<file path="src/rtl/branch_predict_unit_if.sv">
// Fetch-side prediction and EX-side resolution signals of the branch predictor.
// master = pipeline side, slave = predictor.
interface branch_predict_unit_if #(
    parameter int unsigned WORD  = 32,
    parameter int unsigned CNT_W = 32
);
    // Fetch lookup
    logic [WORD-1:0]  if_pc;
    logic             pred_taken;
    logic [WORD-1:0]  pred_target;

    // EX resolution
    logic             ex_valid;
    logic             ex_is_branch;
    logic             ex_branch;
    logic [WORD-1:0]  ex_pc;
    logic [WORD-1:0]  ex_target;
    logic             ex_pred_taken;
    logic [WORD-1:0]  ex_pred_target;
    logic             ex_redirect;
    logic [WORD-1:0]  ex_redirect_pc;

    // Performance counters
    logic [CNT_W-1:0] br_cnt;
    logic [CNT_W-1:0] miss_cnt;

    modport master (
        output if_pc, ex_valid, ex_is_branch, ex_branch, ex_pc, ex_target,
               ex_pred_taken, ex_pred_target,
        input  pred_taken, pred_target, ex_redirect, ex_redirect_pc, br_cnt, miss_cnt
    );

    modport slave (
        input  if_pc, ex_valid, ex_is_branch, ex_branch, ex_pc, ex_target,
               ex_pred_taken, ex_pred_target,
        output pred_taken, pred_target, ex_redirect, ex_redirect_pc, br_cnt, miss_cnt
    );
endinterface

</file>
<file path="src/rtl/branch_predict_unit.sv">
// Direct-mapped branch target buffer with 2-bit saturating direction counters.
// Fetch lookup is combinational; EX resolution produces a zero-latency redirect
// and updates the table at the clock edge.
module branch_predict_unit #(
    parameter int unsigned WORD       = 32,
    parameter int unsigned IDX_W      = 6,
    parameter int unsigned TAG_W      = 8,
    parameter int unsigned CNT_W      = 32,
    parameter bit          PREDICT_EN = 1'b1
) (
    input logic                  clk,
    input logic                  rst,
    branch_predict_unit_if.slave bus
);
    localparam int unsigned ENTRIES = 1 << IDX_W;

    typedef logic [IDX_W-1:0] idx_t;
    typedef logic [TAG_W-1:0] tag_t;

    // Table storage
    logic            valid_q  [ENTRIES];
    tag_t            tag_q    [ENTRIES];
    logic [WORD-1:0] target_q [ENTRIES];
    logic [1:0]      ctr_q    [ENTRIES];

    logic [CNT_W-1:0] br_cnt_q;
    logic [CNT_W-1:0] miss_cnt_q;

    idx_t if_idx;
    idx_t ex_idx;
    tag_t if_tag;
    tag_t ex_tag;

    logic            if_hit;
    logic            ex_hit;
    logic            lookup_taken;
    logic [WORD-1:0] lookup_target;
    logic            mispredict;
    logic [WORD-1:0] redirect_pc;
    logic            upd_branch;

    // Only the index/tag field of each PC feeds the table.
    logic unused_pc_bits;
    assign unused_pc_bits = ^{bus.if_pc, bus.ex_pc};

    assign if_idx = bus.if_pc[IDX_W+1:2];
    assign if_tag = bus.if_pc[IDX_W+TAG_W+1:IDX_W+2];
    assign ex_idx = bus.ex_pc[IDX_W+1:2];
    assign ex_tag = bus.ex_pc[IDX_W+TAG_W+1:IDX_W+2];

    // Fetch-side prediction; static not-taken when prediction is disabled
    always_comb begin
        if_hit        = valid_q[if_idx] && (tag_q[if_idx] == if_tag);
        lookup_taken  = PREDICT_EN && if_hit && ctr_q[if_idx][1];
        lookup_target = lookup_taken ? target_q[if_idx] : bus.if_pc + WORD'(4);
    end

    // EX-side mispredict detection and correct next PC
    always_comb begin
        ex_hit     = valid_q[ex_idx] && (tag_q[ex_idx] == ex_tag);
        mispredict = 1'b0;
        if (bus.ex_valid) begin
            if (bus.ex_is_branch) begin
                mispredict = (bus.ex_branch != bus.ex_pred_taken) ||
                             (bus.ex_branch && (bus.ex_pred_target != bus.ex_target));
            end else begin
                mispredict = bus.ex_pred_taken;
            end
        end
        redirect_pc = (bus.ex_is_branch && bus.ex_branch) ? bus.ex_target
                                                          : bus.ex_pc + WORD'(4);
        upd_branch  = bus.ex_valid && bus.ex_is_branch;
    end

    assign bus.pred_taken     = lookup_taken;
    assign bus.pred_target    = lookup_target;
    assign bus.ex_redirect    = mispredict;
    assign bus.ex_redirect_pc = redirect_pc;
    assign bus.br_cnt         = br_cnt_q;
    assign bus.miss_cnt       = miss_cnt_q;

    // Table training/allocation/invalidation; reset wins over any update
    always_ff @(posedge clk) begin
        if (rst) begin
            for (int i = 0; i < ENTRIES; i++) begin
                valid_q[i]  <= 1'b0;
                tag_q[i]    <= '0;
                target_q[i] <= '0;
                ctr_q[i]    <= 2'b01;
            end
        end else if (upd_branch) begin
            if (ex_hit) begin
                if (bus.ex_branch) begin
                    if (ctr_q[ex_idx] != 2'b11) begin
                        ctr_q[ex_idx] <= ctr_q[ex_idx] + 2'b01;
                    end
                    target_q[ex_idx] <= bus.ex_target;
                end else if (ctr_q[ex_idx] != 2'b00) begin
                    ctr_q[ex_idx] <= ctr_q[ex_idx] - 2'b01;
                end
            end else if (bus.ex_branch) begin
                // Allocate weakly-taken, evicting whatever lived at this index.
                valid_q[ex_idx]  <= 1'b1;
                tag_q[ex_idx]    <= ex_tag;
                target_q[ex_idx] <= bus.ex_target;
                ctr_q[ex_idx]    <= 2'b10;
            end
        end else if (bus.ex_valid && ex_hit) begin
            // A non-branch matched an entry: the entry is an alias, drop it.
            valid_q[ex_idx] <= 1'b0;
        end
    end

    // Saturating performance counters
    always_ff @(posedge clk) begin
        if (rst) begin
            br_cnt_q   <= '0;
            miss_cnt_q <= '0;
        end else begin
            if (upd_branch && (br_cnt_q != '1)) begin
                br_cnt_q <= br_cnt_q + CNT_W'(1);
            end
            if (mispredict && (miss_cnt_q != '1)) begin
                miss_cnt_q <= miss_cnt_q + CNT_W'(1);
            end
        end
    end
endmodule

</file>
<file path="src/flat_wrapper.sv">
// flat-port wrapper written by rule: the top's interface ports become plain ports
module branch_predict_unit_flat 
#(
    parameter int unsigned WORD       = 32,
    parameter int unsigned IDX_W      = 6,
    parameter int unsigned TAG_W      = 8,
    parameter int unsigned CNT_W      = 32,
    parameter bit          PREDICT_EN = 1'b1
)
  (clk, rst, bus_if_pc, bus_ex_valid, bus_ex_is_branch, bus_ex_branch, bus_ex_pc, bus_ex_target, bus_ex_pred_taken, bus_ex_pred_target, bus_pred_taken, bus_pred_target, bus_ex_redirect, bus_ex_redirect_pc, bus_br_cnt, bus_miss_cnt);
  branch_predict_unit_if #(.WORD(WORD), .CNT_W(CNT_W)) bus_i ();
  input logic clk;
  input logic rst;
  input wire logic [$bits(bus_i.if_pc)-1:0] bus_if_pc;
  input wire logic [$bits(bus_i.ex_valid)-1:0] bus_ex_valid;
  input wire logic [$bits(bus_i.ex_is_branch)-1:0] bus_ex_is_branch;
  input wire logic [$bits(bus_i.ex_branch)-1:0] bus_ex_branch;
  input wire logic [$bits(bus_i.ex_pc)-1:0] bus_ex_pc;
  input wire logic [$bits(bus_i.ex_target)-1:0] bus_ex_target;
  input wire logic [$bits(bus_i.ex_pred_taken)-1:0] bus_ex_pred_taken;
  input wire logic [$bits(bus_i.ex_pred_target)-1:0] bus_ex_pred_target;
  output wire logic [$bits(bus_i.pred_taken)-1:0] bus_pred_taken;
  output wire logic [$bits(bus_i.pred_target)-1:0] bus_pred_target;
  output wire logic [$bits(bus_i.ex_redirect)-1:0] bus_ex_redirect;
  output wire logic [$bits(bus_i.ex_redirect_pc)-1:0] bus_ex_redirect_pc;
  output wire logic [$bits(bus_i.br_cnt)-1:0] bus_br_cnt;
  output wire logic [$bits(bus_i.miss_cnt)-1:0] bus_miss_cnt;
  assign bus_i.if_pc = bus_if_pc;
  assign bus_i.ex_valid = bus_ex_valid;
  assign bus_i.ex_is_branch = bus_ex_is_branch;
  assign bus_i.ex_branch = bus_ex_branch;
  assign bus_i.ex_pc = bus_ex_pc;
  assign bus_i.ex_target = bus_ex_target;
  assign bus_i.ex_pred_taken = bus_ex_pred_taken;
  assign bus_i.ex_pred_target = bus_ex_pred_target;
  assign bus_pred_taken = bus_i.pred_taken;
  assign bus_pred_target = bus_i.pred_target;
  assign bus_ex_redirect = bus_i.ex_redirect;
  assign bus_ex_redirect_pc = bus_i.ex_redirect_pc;
  assign bus_br_cnt = bus_i.br_cnt;
  assign bus_miss_cnt = bus_i.miss_cnt;
  branch_predict_unit #(.WORD(WORD), .IDX_W(IDX_W), .TAG_W(TAG_W), .CNT_W(CNT_W), .PREDICT_EN(PREDICT_EN)) u_core (.clk(clk), .rst(rst), .bus(bus_i));
endmodule
</file>
<file path="config.mk">
export PLATFORM = sky130hd
export DESIGN_NAME = branch_predict_unit_flat
export DESIGN_NICKNAME = d
export VERILOG_FILES = /design/src/rtl/branch_predict_unit_if.sv /design/src/rtl/branch_predict_unit.sv /design/src/flat_wrapper.sv
export SDC_FILE = /design/constraint.sdc
export NUM_CORES = 2
export LEC_CHECK = 0
export CAP_MARGIN = 20
export CORE_ASPECT_RATIO = 2
export CORE_MARGIN = 2
export CORE_UTILIZATION = 45
export CTS_CLUSTER_SIZE = 12
export DETAILED_ROUTE_END_ITERATION = 7
export MAX_ROUTING_LAYER = met4
export PLACE_DENSITY = 0.73
export REMOVE_ABC_BUFFERS = 1
export SLEW_MARGIN = 30
export SYNTH_ARGS = -nofsm -noshare
export SYNTH_HDL_FRONTEND = slang
export SYNTH_SLANG_ARGS = --single-unit
export TNS_END_PERCENT = 1
</file>
<file path="constraint.sdc">
create_clock -name clk -period 10.6 [get_ports clk]
set_input_delay 3.18 -clock clk [delete_from_list [all_inputs] [get_ports clk]]
set_output_delay 3.18 -clock clk [all_outputs]
set_load 0.005 [all_outputs]
</file>
==> summary.md <==
| Metric | Value |
|---|---|
| Seq/Total Area, Yosys | `0.613` |
| 1st-pass router iterations | `8` |
| Sw Pwr | `0.00613 W` |
| Gp weighted congestion | `1.06` |
| Row cnt | `286` |
| Root buffer cell | `clkbuf_16` |
| Critical Path AT | `7.37 ns` |
| Total wire length | `522000 um` |
| Post-Route Utilization | `0.504` |
| Fmax | `94.8 MHz` |
| Max Buffers Root-to-Sink | `4` |
| RSZ-0062 raised after global routing | `no` |
| YS warnings | `0` |
| Top cell by count, worst path | `buf_4` |
| Pwr per Cell Area | `163 nW/um^2` |
| Slowest cell on the critical path | `mux4_2` |
| H-tree Lvls | `5` |
| Internal | `0.0187 W` |
| Startpoint Class | `input port` |
| CP top delay family | `multiplexers` |
| Final hold violation count | `0` |
| Placed cell count | `12700` |
| Crit path cell chain | `buf_16 > buf_4 > mux4_2 > mux4_2 > mux2i_1 > buf_4 > nor2_1 > a21oi_1 > xnor2_1 > or3_1 > nor4_4 > buf_4 > buf_12 > mux2_2 > clkdlybuf4s50_1` |
| IO buf count | `263` |
| I/O pins | `264` |
| Die Y | `784 um` |
| Synth area leaders | `edfxtp_1 (60%), mux4_2 (16%), and2_1 (9.1%)` |
| Core area | `303000 um^2` |
| Cell taking the most area after synthesis | `edfxtp_1` |
| Placed cell area | `144000 um^2` |
| Max Slew Vio Count | `0` |
| Async SR Flop Fraction | `0` |
| Most frequent cell after synthesis | `edfxtp_1` |
| Yosys top cell area share | `0.603` |
| Via count | `89000` |
| Post-DRT Antenna Nets | `0` |
| Post-DP HPWL | `327000 um` |
| Pleak | `53.0 nW` |
| Layout cell share with drive strength beyond 1 | `0.224` |
| Critical path class | `in -> out` |
| Tmin final | `10.55 ns` |
| Crit path required time | `7.42 ns` |
| Clk pwr share | `0.372` |
| Initial Util | `0.452` |
| Synth top cells by count | `edfxtp_1 (2752), and2_1 (1996), mux4_2 (985)` |
| TritonCTS clock tree | `built` |
| Clk Latency, worst-skew pair | `0.93 ns` |
| Reg clk slew, reported paths | `0.06 ns` |
| Switching share of power | `0.247` |
| DRC Markers | `0` |
| Vias in the first global route | `89000` |
| CTS buffer count | `284` |
| Netlist Area Pre-Place | `137000 um^2` |
| Die footprint | `309000 um^2` |
| Max incr delay on CP | `0.52 ns` |
| Top FF cell, synth | `edfxtp_1` |
| Comb pwr share | `0.106` |
| Peak supply drop | `0.139 mV` |
| Outcome | `finished clean` |
| Initial antenna violation count | `69` |
| Hold Slack | `0.516 ns` |
| Vias/cell | `6.73` |
| Final setup violation count | `0` |
| Rel. slew slack | `0.243` |
| Power consumption | `0.0248 W` |
| Total gr overflow | `0` |
| Tightest Pin Transition | `1.13 ns` |
| Seq pwr share | `0.522` |
| Final Instance Area | `153000 um^2` |
| Area added between synthesis and finish | `11.4%` |
| Hold Buf Count CTS | `0` |
| GRT Util Overall | `0.344` |
| Critical Path Fanout Max | `19` |
| Clock skew | `0.0649 ns` |
| Worst reg-to-reg setup slack | `5.78 ns` |
| Yosys cell types | `67` |
| Syn avg cell area | `15.1 um^2` |
| Max cap viols | `0` |
| Post-synth EDFFs | `2752` |
| Drt wl/cell | `39.5 um` |
| Setup crit end kind | `output port` |
| Mapped Cells | `9061` |
| FF+latch count, synth | `2816` |
| DR iter-0 viols | `13900` |
| # nets final | `9136` |
| CTS sink count | `2816` |
| Buf/Inv on CP | `6` |
| Global-route wire length before repair | `711000 um` |
| Fin cells | `13200` |
| Die width | `394 um` |
| Worst Hold Class | `reg -> reg` |
| Final period util | `0.995` |
| Largest net degree at the start of global routing | `238` |
-- metal layers --
layer | wire [um] | GRT usage | up-vias
li1 | - | - | 34100
met3 | 59300 | 0.0855 | 2277
met5 | 0 | - | -
met1 | 154000 | 0.355 | 45000
met4 | 61100 | 0.325 | 0
met2 | 248000 | 0.536 | 7720
-- layout by cell type (no fill, tap or decap), types with 25 or more instances in the layout --
cell type,n
or2_2,112
mux2_2,49
o21ai_0,65
nand4_1,85
xor2_1,78
o21bai_1,119
edfxtp_1,2752
buf_4,363
clkbuf_1,48
nand2_1,210
buf_12,34
a22oi_1,31
nor2_4,64
clkbuf_16,289
clkdlybuf4s50_1,210
dfxtp_1,64
and3_1,594
and2_1,1994
buf_2,41
o22ai_1,25
nor3_1,90
diode_2,112
nor2_1,97
nand3_1,81
mux4_2,985
a21oi_1,103
mux2i_1,117
xnor2_1,67
-- worst min-delay path: stages (launching register included) --
cell and delay, ns:
dfxtp_1 0.33, o21ai_0 0.08, a21oi_1 0.06
-- power groups by stage --
stage	combinational, W	clock (W)	sequential [W]
finish	0.00264	0.00924	0.0130
global route	0.00264	0.00960	0.0130
CTS	0.00254	0.00923	0.0129
detailed placement	0.00252	0	0.0132
global placement	0.00250	0	0.0131
floorplan	0.00112	0	0.0131
-- what timing repair did --
action,4_1_cts,5_1_grt
gates resized for setup,5,8
buffers inserted,1,1
pin swaps,1,1
setup endpoints to repair,32,32
-- area by class of cell --
cell class	instances	area, um^2
antenna	112	280
clock buffer	340	7440
clock inverter	37	369
fill	24800	150000
inverter	22	82.6
multi-input combinational	5216	49600
sequential	2816	83900
tap	4032	5040
timing repair buffer	658	5890
-- state kept, by name, summed over array words and instances, names as in the netlist --
| signal | flops |
|---|---|
| u_core.target_q | 2048 |
| u_core.tag_q | 512 |
| u_core.ctr_q | 128 |
| u_core.valid_q | 64 |
| u_core.bus.br_cnt | 32 |
| u_core.bus.miss_cnt | 32 |
-- cells by family after synthesis --
group,count (synthesis),share of synthesized area
AOI/OAI and AO/OA,432,0.0212
xor gates and xnor gates,145,0.00927
adders and majority gates,4,0.000365
buffers and inverters,1029,0.0301
DFF,2816,0.613
muxes,1159,0.175
and+or+nand+nor,3476,0.151
-- final timing paths --
kind                     startpoint                      to  depth (start not counted)
max reg2reg     u_core.tag_q[27][0]     u_core.tag_q[26][4]                         10
max                    bus_if_pc[2]     bus_pred_target[15]                         15
min          u_core.bus.miss_cnt[6]  u_core.bus.miss_cnt[6]                          2
min reg2reg  u_core.bus.miss_cnt[6]  u_core.bus.miss_cnt[6]                          2
-- stage by stage --
| step | setup slack, ns | setup TNS, ns |
|---|---|---|
| after floorplan | -6.12 | -3375.00 |
| after global placement | -0.254 | -7.07 |
| after detailed placement | -0.168 | -3.05 |
| after CTS | 0.00476 | 0 |
| after global routing | 0.00769 | 0 |
| final | 0.0526 | 0 |
Power figures use the tool's default switching activity.
